### config.mk
export PLATFORM = sky130hd
export DESIGN_NAME = pb_debounce_onepulse
export DESIGN_NICKNAME = d
export VERILOG_FILES = /design/src/rtl/pb_pkg.sv /design/src/rtl/sync_2ff.sv /design/src/rtl/pb_debounce_onepulse.sv
export SDC_FILE = /design/constraint.sdc
export NUM_CORES = 1
export LEC_CHECK = 0
export CORE_AREA = 2 2 39 41
export CTS_CLUSTER_SIZE = 16
export DETAILED_ROUTE_END_ITERATION = 8
export DIE_AREA = 0 0 41 43
export GPL_ROUTABILITY_DRIVEN = 1
export GPL_TIMING_DRIVEN = 1
export HOLD_SLACK_MARGIN = 0.06
export RECOVER_POWER = 50
export REMOVE_ABC_BUFFERS = 1
export SKIP_CTS_REPAIR_TIMING = 1
export SYNTH_ARGS = -nofsm -noshare
export SYNTH_HDL_FRONTEND = slang
export SYNTH_SLANG_ARGS = --single-unit
### constraint.sdc
create_clock -name clk -period 2 [get_ports clk]
set_input_delay 0.4 -clock clk [delete_from_list [all_inputs] [get_ports clk]]
set_output_delay 0.4 -clock clk [all_outputs]
set_load 0.01 [all_outputs]
### src/rtl/pb_pkg.sv
// Shared definitions for the push-button conditioner: state encoding,
// default parameter values and the auto-repeat counter width.
// The counter that uses REP_CNT_W exists only when AUTO_REPEAT_EN is defined.
package pb_pkg;

  typedef enum logic {
    RELEASED = 1'b0,
    PRESSED  = 1'b1
  } pb_state_e;

  localparam int DEF_NUM_SAMPLES   = 4;
  localparam int DEF_REPEAT_DELAY  = 8;
  localparam int DEF_REPEAT_PERIOD = 2;
  localparam int REP_CNT_W         = 8;

endpackage

### src/rtl/sync_2ff.sv
// 1-bit two-flop synchroniser with synchronous active-high reset.
// Brings an asynchronous level into the clk domain with two cycles of delay.
module sync_2ff (
  input  logic clk,
  input  logic rst,
  input  logic i_d,
  output logic o_q
);

  logic r_meta;
  logic r_sync;

  // Two back-to-back flops; the first may go metastable, the second settles it.
  always_ff @(posedge clk) begin
    if (rst) begin
      r_meta <= 1'b0;
      r_sync <= 1'b0;
    end else begin
      r_meta <= i_d;
      r_sync <= r_meta;
    end
  end

  assign o_q = r_sync;

endmodule

### src/rtl/pb_debounce_onepulse.sv
// Push-button conditioner: synchronises a bouncy button and the slow
// clk_debounce square wave, samples the button once per clk_debounce rising
// edge into a NUM_SAMPLES-deep window, and runs a two-state FSM that gives a
// clean level (pb_debounced) and a one-cycle press strobe (pb_pulse).
// clk_debounce is only ever sampled as data; everything runs on clk.
// Optional build macro AUTO_REPEAT_EN adds held-button auto-repeat pulses
// after REPEAT_DELAY ticks and then every REPEAT_PERIOD ticks.
module pb_debounce_onepulse
  import pb_pkg::*;
#(
  parameter int NUM_SAMPLES   = DEF_NUM_SAMPLES,
  parameter int REPEAT_DELAY  = DEF_REPEAT_DELAY,
  parameter int REPEAT_PERIOD = DEF_REPEAT_PERIOD
) (
  input  logic clk,
  input  logic rst,
  input  logic clk_debounce,
  input  logic pb_in,
  output logic pb_debounced,
  output logic pb_pulse
);

  // Reject parameter values the window and repeat logic cannot handle.
  if (NUM_SAMPLES < 2 || NUM_SAMPLES > 8) begin : g_bad_num_samples
    $error("NUM_SAMPLES must lie in 2..8");
  end
  if (REPEAT_DELAY < 0 || REPEAT_PERIOD < 0) begin : g_bad_repeat_sign
    $error("REPEAT_DELAY and REPEAT_PERIOD must be non-negative");
  end

  logic                   w_pb_sync;
  logic                   w_dbc_sync;
  logic                   r_dbc_prev;
  logic                   w_tick;
  logic [NUM_SAMPLES-1:0] r_window;
  logic                   w_win_ones;
  logic                   w_win_zeros;
  pb_state_e              r_state;
  pb_state_e              w_state_nxt;
  logic                   w_press_edge;
  logic                   w_rep_hit;
  logic                   r_pulse;

  sync_2ff u_sync_pb (
    .clk (clk),
    .rst (rst),
    .i_d (pb_in),
    .o_q (w_pb_sync)
  );

  sync_2ff u_sync_dbc (
    .clk (clk),
    .rst (rst),
    .i_d (clk_debounce),
    .o_q (w_dbc_sync)
  );

  // Delay the synchronised clk_debounce by one cycle for rising-edge detection.
  always_ff @(posedge clk) begin
    if (rst) begin
      r_dbc_prev <= 1'b0;
    end else begin
      r_dbc_prev <= w_dbc_sync;
    end
  end

  assign w_tick = w_dbc_sync & ~r_dbc_prev;

  // Shift the synchronised button level into the window once per tick.
  always_ff @(posedge clk) begin
    if (rst) begin
      r_window <= '0;
    end else if (w_tick) begin
      r_window <= {r_window[NUM_SAMPLES-2:0], w_pb_sync};
    end
  end

  // A bounce anywhere in the window breaks "all equal", so the count restarts
  // without needing an explicit counter.
  assign w_win_ones  = &r_window;
  assign w_win_zeros = ~|r_window;

  // FSM state register.
  always_ff @(posedge clk) begin
    if (rst) begin
      r_state <= RELEASED;
    end else begin
      r_state <= w_state_nxt;
    end
  end

  // FSM next-state logic: change only when the whole window agrees.
  always_comb begin
    w_state_nxt = r_state;
    case (r_state)
      RELEASED: if (w_win_ones)  w_state_nxt = PRESSED;
      PRESSED:  if (w_win_zeros) w_state_nxt = RELEASED;
      default:  w_state_nxt = RELEASED;
    endcase
  end

  // FSM output decode: flag the transition into PRESSED.
  always_comb begin
    w_press_edge = 1'b0;
    if (r_state == RELEASED && w_state_nxt == PRESSED) begin
      w_press_edge = 1'b1;
    end
  end

`ifdef AUTO_REPEAT_EN
  if (REPEAT_DELAY < 1 || REPEAT_DELAY >= (1 << REP_CNT_W) ||
      REPEAT_PERIOD < 1 || REPEAT_PERIOD > REPEAT_DELAY) begin : g_bad_repeat
    $error("REPEAT_DELAY/REPEAT_PERIOD out of range for auto-repeat");
  end

  localparam logic [REP_CNT_W-1:0] REP_DELAY_C  = REP_CNT_W'(REPEAT_DELAY);
  // Reloading here makes the counter reach REP_DELAY_C again after
  // REPEAT_PERIOD more ticks.
  localparam logic [REP_CNT_W-1:0] REP_RELOAD_C = REP_CNT_W'(REPEAT_DELAY - REPEAT_PERIOD);

  logic [REP_CNT_W-1:0] r_rep_cnt;
  logic [REP_CNT_W-1:0] w_rep_cnt_inc;

  assign w_rep_cnt_inc = r_rep_cnt + REP_CNT_W'(1);
  assign w_rep_hit     = w_tick && (r_state == PRESSED) && (w_rep_cnt_inc == REP_DELAY_C);

  // Count ticks while held; idle at zero whenever the button is not PRESSED.
  always_ff @(posedge clk) begin
    if (rst) begin
      r_rep_cnt <= '0;
    end else if (r_state != PRESSED) begin
      r_rep_cnt <= '0;
    end else if (w_tick) begin
      r_rep_cnt <= w_rep_hit ? REP_RELOAD_C : w_rep_cnt_inc;
    end
  end
`else
  assign w_rep_hit = 1'b0;
`endif

  // Register the strobe so it lines up with the first PRESSED cycle.
  always_ff @(posedge clk) begin
    if (rst) begin
      r_pulse <= 1'b0;
    end else begin
      r_pulse <= w_press_edge | w_rep_hit;
    end
  end

  assign pb_debounced = (r_state == PRESSED);
  assign pb_pulse     = r_pulse;

endmodule
==> run metrics <==
Area Overhead vs Synth=24.83%; TritonRoute pass-1 iters=4; I/O pins=6; Final nets=49; critical path type=register to output pin; commonest non-fill, non-tap cell in the layout=dfxtp_1; CTS root buf=clkbuf_4; GR Util met2=10.00%; GPL Wtd Cong=0.6842; Die W=41 um; total congestion overflow=0; first-pass GRT wire length=841 um; Comb power frac=3.6%; CTS max path bufs=2; GR peak layer=met2; crit share post-route=80.85%; Starting Density=26.58%; setup violators final=0; Syn Area/Cell=10.22 sq um; delay-heaviest family, CP=buffers and inverters; Die ar.=0.001763 sq mm; sequential share of the synthesized area=59.86%; vias in the first global route=212; Final min period=1617 ps; Lkg Pwr=0.1609 nW; clock network power share=38.2%; Iter 0 DRT Violations=2; fmax=618.4 MHz; fin cells=60; drt drc=0; commonest non-fill, non-tap cells in the layout=dfxtp_1 (11), nand2_1 (8), nor2b_1 (5), a21oi_1 (5), clkdlybuf4s50_1 (4); outcome=finished clean; Setup Skew=5.258 ps; pin count of the biggest net entering global routing=12; Slew Limit Fails=0; net switching fraction of the power=20.16%; WP data required=1600 ps; VDD IR max=0.3668 mV; CTS buffer count=3; Routed Wire Length=516 um; critical path arrival=1220 ps; initial antenna violation count=0; Setup TNS Final=0 ps; Synth cell types=11; core area=0.001384 sq mm; CP startpoint=pb_debounced; Hold WC Path Type=register to register; max-cap viol count=0; worst-path cell chain=clkdlybuf4s50_1; relative slew slack=74.47%; GRT met3 Usage=6.283%; RSZ-0062 raised after global routing=false; #FFs+latches synth=11; Netlist Area Pre-Place=367.9 sq um; Pwr Density=841.8 mW/mm^2; placed cells=56; Setup crit end kind=output pin; aggregate global-route resource usage=7.778%; Vias=260; ANT nets after route=0; Int Power=0.0003086 W; total clock sinks=11; CP Buf/Inv Count=1; Worst-Margin Slew=381.7 ps; clk_lat worst skew=270 ps; Via-to-Cell Ratio=4.333; dpl hpwl=384.8 um; hold wc startpoint=u_sync_dbc.r_meta; CP startpoint kind=register; share of layout cells above drive strength 1=11.36%; # diodes=0; TritonCTS clock tree=built; clk slew on worst S/H paths=70 ps; worst-path maximum fanout=3; Yosys warning count=0; IO buf count=5; synthesized instance count=36; H-tree Lvls=1; WL per Instance=8.600 um; GR met1 Demand/Resource=7.869%; R2R Path Start=r_window[1]; Critical Path Max Stage Delay=560 ps; Psw=0.00007793 W; Die Ht=43 um; sequential power share=58.2%; Critical Path Slowest Stage Cell=clkdlybuf4s50_1; Hold Fails Final Rpt=0; row count=14
logic make-up after synthesis:
family                 after synthesis  synth area share (%)
AND/OR/NAND/NOR                     18                 27.55
AO/OA/AOI/OAI                        6                 11.22
buffers and inverters                1                 1.359
flip-flops                          11                 59.86
final cells by class:
class / count / area [sq um]
flip-flops and latches: 11 / 220.2
multi-input cells: 24 / 142.6
fillers: 156 / 924.6
repair buffers: 5 / 50.05
clock buffers: 4 / 26.28
well taps: 16 / 20.02
final timing paths:
check,slack [ps],depth (start not counted),to
max reg2reg,1100,2,pb_debounced
max,380,1,pb_debounced
min,440,1,u_sync_dbc.o_q
min reg2reg,440,1,u_sync_dbc.o_q
power groups by stage:
stage          combinational (W)  sequential, W  clock [W]
2_1_floorplan         0.00000524       0.000230          0
3_3_place_gp           0.0000143       0.000230          0
3_5_place_dp           0.0000145       0.000230          0
4_1_cts                0.0000146       0.000225   0.000156
5_1_grt                0.0000154       0.000225   0.000170
6_report               0.0000140       0.000225   0.000147
metrics by stage:
step / worst slack, ps / total power, W / hold slack [ps] / instance area [sq um] / utilization (%)
6_report: 382.9 / 0.0003865 / 436.9 / 459.2 / 33.18
4_1_cts: 370.2 / 0.0003957 / 443.6 / 459.2 / 33.18
2_1_floorplan: 1159 / 0.0002349 / 411.3 / 362.8 / -
3_3_place_gp: 621.4 / 0.0002443 / 420.0 / 432.9 / 31.28
5_1_grt: 313.5 / 0.0004113 / 454.3 / 459.2 / 33.18
3_5_place_dp: 600.9 / 0.0002446 / 428.1 / 432.9 / 31.28
routing by layer:
metal	wire length, um	part of all wire [%]
met1	224	43
met3	40	7.8
met5	0	0
met4	0	0
met2	252	49
registers in the layout, summed over array words and instances (netlist names):
register and flops:
r_window 4, pb_debounced 1, pb_pulse 1, r_dbc_prev 1, u_sync_dbc.o_q 1, u_sync_dbc.r_meta 1, u_sync_pb.o_q 1, u_sync_pb.r_meta 1
cells in the mapped netlist:
cell type | count | share of area, %
o41ai_2 | 1 | 4.4
nand2_1 | 8 | 8.2
and2b_1 | 1 | 2.0
buf_2 | 1 | 1.4
a21oi_1 | 5 | 6.8
nand2b_1 | 1 | 1.7
nor2b_1 | 5 | 8.5
nand3_1 | 1 | 1.4
nand4_1 | 1 | 1.7
nor4b_2 | 1 | 4.1
dfxtp_1 | 11 | 60
(Power assumes the default switching activity.)
